## src/rtl/seq_mult_param.sv

```systemverilog
// seq_mult_param: add-and-shift multiplier, signed (last-step subtract) or unsigned, WIDTH x WIDTH -> 2*WIDTH
module seq_mult_param #(
    parameter int WIDTH      = 8,
    parameter int SIGNED_DEF = 1
) (
    input  logic                 Clk,
    input  logic                 Reset,
    input  logic                 Run,
    input  logic                 ClearA_LoadB,
    input  logic                 Mode,
    input  logic [WIDTH-1:0]     Din,
    output logic [WIDTH-1:0]     Aval,
    output logic [WIDTH-1:0]     Bval,
    output logic                 X,
    output logic [2*WIDTH-1:0]   Product,
    output logic                 Busy,
    output logic                 Done
);
    localparam int CW = $clog2(WIDTH) + 1;

    if (WIDTH < 4 || WIDTH > 32 || SIGNED_DEF < 0 || SIGNED_DEF > 1) begin : g_param_check
        $error("seq_mult_param: parameter out of range");
    end

    typedef enum logic [1:0] {IDLE, ADD, SHIFT, DONE} state_t;

    state_t            state, state_n;
    logic [WIDTH-1:0]  a, a_n, b, b_n, m, m_n;
    logic              x, x_n, md, md_n, busy, done;
    logic [CW-1:0]     cnt, cnt_n;
    logic [WIDTH:0]    ea, em, sum;

    assign Aval    = a;
    assign Bval    = b;
    assign X       = x;
    assign Product = {a, b};
    assign Busy    = busy;
    assign Done    = done;

    // Datapath registers and registered status flags; status follows the next state so it is valid on entry
    always_ff @(posedge Clk or negedge Reset) begin
        if (!Reset) begin
            state <= IDLE;
            a     <= '0;
            b     <= '0;
            m     <= '0;
            x     <= 1'b0;
            cnt   <= '0;
            md    <= 1'b0;
            busy  <= 1'b0;
            done  <= 1'b0;
        end else begin
            state <= state_n;
            a     <= a_n;
            b     <= b_n;
            m     <= m_n;
            x     <= x_n;
            cnt   <= cnt_n;
            md    <= md_n;
            busy  <= (state_n == ADD) || (state_n == SHIFT);
            done  <= (state_n == DONE);
        end
    end

    // Next-state and next-register logic; the final signed step subtracts M to weight the sign bit negatively
    always_comb begin
        state_n = state;
        a_n     = a;
        b_n     = b;
        m_n     = m;
        x_n     = x;
        cnt_n   = cnt;
        md_n    = md;
        ea      = md ? {a[WIDTH-1], a} : {1'b0, a};
        em      = md ? {m[WIDTH-1], m} : {1'b0, m};
        sum     = (md && cnt == CW'(WIDTH-1)) ? ea - em : ea + em;
        case (state)
            IDLE: begin
                if (ClearA_LoadB) begin
                    b_n = Din;
                    a_n = '0;
                    x_n = 1'b0;
                end else if (Run) begin
                    m_n     = Din;
                    md_n    = Mode;
                    a_n     = '0;
                    x_n     = 1'b0;
                    cnt_n   = '0;
                    state_n = ADD;
                end
            end
            ADD: begin
                if (b[0]) begin
                    a_n = sum[WIDTH-1:0];
                    x_n = sum[WIDTH];
                end
                state_n = SHIFT;
            end
            SHIFT: begin
                a_n     = {x, a[WIDTH-1:1]};
                b_n     = {a[0], b[WIDTH-1:1]};
                x_n     = md ? x : 1'b0;
                cnt_n   = cnt + CW'(1);
                state_n = (cnt < CW'(WIDTH-1)) ? ADD : DONE;
            end
            DONE: begin
                if (!Run) state_n = IDLE;
            end
            default: state_n = IDLE;
        endcase
    end
endmodule

```

## config.mk

```make
export PLATFORM = sky130hd
export DESIGN_NAME = seq_mult_param
export DESIGN_NICKNAME = d
export VERILOG_FILES = /design/src/rtl/seq_mult_param.sv
export SDC_FILE = /design/constraint.sdc
export NUM_CORES = 1
export LEC_CHECK = 0
export ABC_AREA = 1
export CAP_MARGIN = 20
export CELL_PAD_IN_SITES_DETAIL_PLACEMENT = 1
export CELL_PAD_IN_SITES_GLOBAL_PLACEMENT = 1
export CORE_MARGIN = 8
export CORE_UTILIZATION = 34
export DETAILED_ROUTE_END_ITERATION = 10
export PLACE_DENSITY_LB_ADDON = 0.1
export SLEW_MARGIN = 20
export SYNTH_ARGS = -nofsm -noshare
export SYNTH_HDL_FRONTEND = slang
export SYNTH_SLANG_ARGS = --single-unit
export TNS_END_PERCENT = 20
```

## constraint.sdc

```tcl
create_clock -name Clk -period 2.6 [get_ports Clk]
set_input_delay 0.39 -clock Clk [delete_from_list [all_inputs] [get_ports Clk]]
set_output_delay 0.39 -clock Clk [all_outputs]
set_load 0.05 [all_outputs]
```

==> impl_metrics.toml <==
[global_routing]
grt_usage_pct = 13.88
antenna_found_initial = 0
grt_pass1_wl_mm = 10.78
overflow = 0
grt_pass1_vias = 2214
grt_max_degree = 35

[setup_path]
cpPeakStageDelay_ns = 0.41
cp.required_ns = 2.79
critical_path.startpoint_type = "flop"
crit_top_cell = "nand2_1"
crit_buf_inv = 2
reg2regPathDepth = 16
cp_max_fo = 9
crit_path_end_kind = "flop"
crit_chain = "ha_1 > nand2_1 > inv_2 > nand3_4 > nand2_1 > xor2_1 > ha_1 > nand2_1 > inv_1 > nand2_1 > nand3_1 > nand2_1 > nand2_1 > nand3_1 > nand3_1 > nand2_1"
path_delay_family = "simple AND/OR/NAND/NOR gates"
crit_type = "reg -> reg"
crit_arrival_ns = 2.52
slowest_stage = "dfrtp_1"
cp-startpoint = "cnt[0]$_DFFE_PN0P_"
cp.depth = 16
rr_startpoint = "cnt[0]$_DFFE_PN0P_"

[timing]
worst_slew_pin_slew_ns = 0.5105
hold_viol_final = 0
max-slew-margin-rel_pct = 65.86
setup_violations = 0
fmax_mhz = 428.1
min_period_over_period_pct = 89.85
slew_violations = 0
rsz0062_at_grt = "false"
min_period_ns = 2.336
finalClockSkew_ns = 0.002518
tns_ns = 0

[place]
gp_congestion = 0.7663
port_buffers = 47
hpwlAfterDp_mm = 5.167

[detailed_routing]
viasPerCell = 4.878
drt_iter0_markers = 68
firstDrtPassIters = 4
routed_wl_mm = 6.437
final_antenna_net_count = 0
route.vias.total = 2078
wire_per_inst_um = 15.11
post-route-drc-count = 0

[clock_tree]
cts_made_buffers = 5
cts-resized-gates = 0
cts_root_buf = "clkbuf_8"
worst_skew_pair.late_latency_ns = 0.29
post-cts-setup-buffers = 0
cts-htree-levels = 2
cts_sinks = 34
clockBufferDepth = 2
path_clk_slew_ns = 0.07
cts_tree = "built"
cts_hold_buf = 0

[outcome]
status = "completed"

[yosys]
synth_area_leader_cell = "dfrtp_1"
synth_compound_area_share_pct = 10.65
synthAdderAreaFrac_pct = 9.519
ys_top_cells_by_area = "dfrtp_1 37%, nand2_1 14%, ha_1 8.7%"
synth_top_area_share_pct = 36.78
synth_top_family_by_area = "simple AND/OR/NAND/NOR gates"
muxShareOfSynthArea_pct = 1.947
synthDistinctLibCells = 30
synthSimpleGateAreaFrac_pct = 25.69
ys_seq_area_share_pct = 36.78
syn-instance-count = 309
syn-cell-area_mm2 = 0.002313
yosys_warnings = 0
synth_fp_nets = 339
synth_xor_area_share_pct = 2.271
synth.avg_cell_area_um2 = 7.487
synth_seq_cells = 34

[die]
core_area_mm2 = 0.006681
die-area_mm2 = 0.009700
die_w_um = 98.49
die_h_um = 98.49
start_util_pct = 34.63
std_cell_rows = 30
io_pins = 48

[final_layout]
antennaDiodeCount = 0
fin_nets = 376
fillers = 825
final_layout_size_suffix_gt1_share_pct = 8.671
areaGrowthSynthToFinish_pct = 25.09

[worst_hold_path]
worst_hold_path_type = "in -> async"

[run]
cap_violations = 0
[metrics by stage]
stage	hold slack, ns	worst slack (ns)	util (%)	cells	area (µm²)
floorplan	0.09441	0.4772	-	309	2313
global placement	0.4924	0.2839	41.46	419	2770
detailed placement	0.5134	0.1948	41.46	419	2770
CTS	0.5299	0.1754	43.15	426	2883
global route	0.5661	0.01184	43.31	426	2894
finish	0.5118	0.2639	43.31	426	2894
[Yosys cell counts]
master	count
nand2_1	85
inv_1	38
dfrtp_1	34
nor2_1	29
a21oi_1	16
buf_4	16
ha_1	16
nand3_1	15
o21ai_0	13
a31oi_1	8
buf_2	4
mux2_2	4
xor2_1	4
inv_2	3
nand4_1	3
o22ai_1	3
nand2_2	2
nand2_4	2
nor2_2	2
xnor2_1	2
a22o_1	1
buf_1	1
fa_1	1
inv_4	1
nand3_2	1
nor3_1	1
nor3_2	1
o21ai_2	1
o21bai_1	1
o31ai_1	1
[state kept, by name, summed over array words and instances (netlist names), 2 cells and up]
name   count
cnt        4
Aval       8
Bval       8
m          8
state      2
[area by class of cell]
cell class / count / area [µm²] / area share (%)
well taps: 80 / 100.1 / 3.459
clock buffers: 6 / 82.58 / 2.853
multi-input cells: 212 / 1170 / 40.42
inverters: 42 / 160.2 / 5.534
clock inverters: 1 / 30.03 / 1.038
repair buffers: 51 / 500.5 / 17.29
flip-flops and latches: 34 / 850.8 / 29.40
[cells in the final DEF, fill, tap and decap left out, drive strengths merged]
master         count
nor2              31
o31ai              1
ha                16
xnor2              2
fa                 1
dfrtp             34
nor3               2
o21bai             1
mux2               4
xor2               4
nand2             89
o21ai             14
a31oi              8
a22o               1
buf                4
nand4              3
a21oi             16
clkdlybuf4s50     47
inv               42
nand3             16
o22ai              3
clkbuf             6
bufinv             1
[kinds of logic (layout without fill, tap and decap cells)]
family,Yosys count,in the layout
buf+inv,63,100
fa+ha+maj,17,17
mux,4,4
simple gates,141,141
flops,34,34
xor+xnor,6,6
compound gates,44,44
[layer usage]
| metal | GRT usage, % | share of wire (%) | up-vias | routed length, µm |
|---|---|---|---|---|
| met1 | 16.80 | 46 | 1006 | 2983 |
| met2 | 23.81 | 50 | 25 | 3200 |
| li1 | - | - | 1041 | - |
| met5 | 0 | 0 | - | 0 |
| met4 | 4.604 | 1.0 | 0 | 67 |
| met3 | 2.960 | 2.9 | 6 | 185 |
[final timing paths]
path                            slack, ns          endpoint
min in group Clk                     0.53  m[0]$_DFFE_PN0P_
worst max-delay path                 0.26     X$_DFFE_PN0P_
worst min-delay path                 0.51    Done$_DFF_PN0_
max in group asynchronous            1.77  m[2]$_DFFE_PN0P_
worst max register to register       0.26     X$_DFFE_PN0P_
worst min register to register       0.53  m[0]$_DFFE_PN0P_
Power is not shown: default switching activity piles up to over one toggle a cycle in this logic, so the estimate is an artifact.
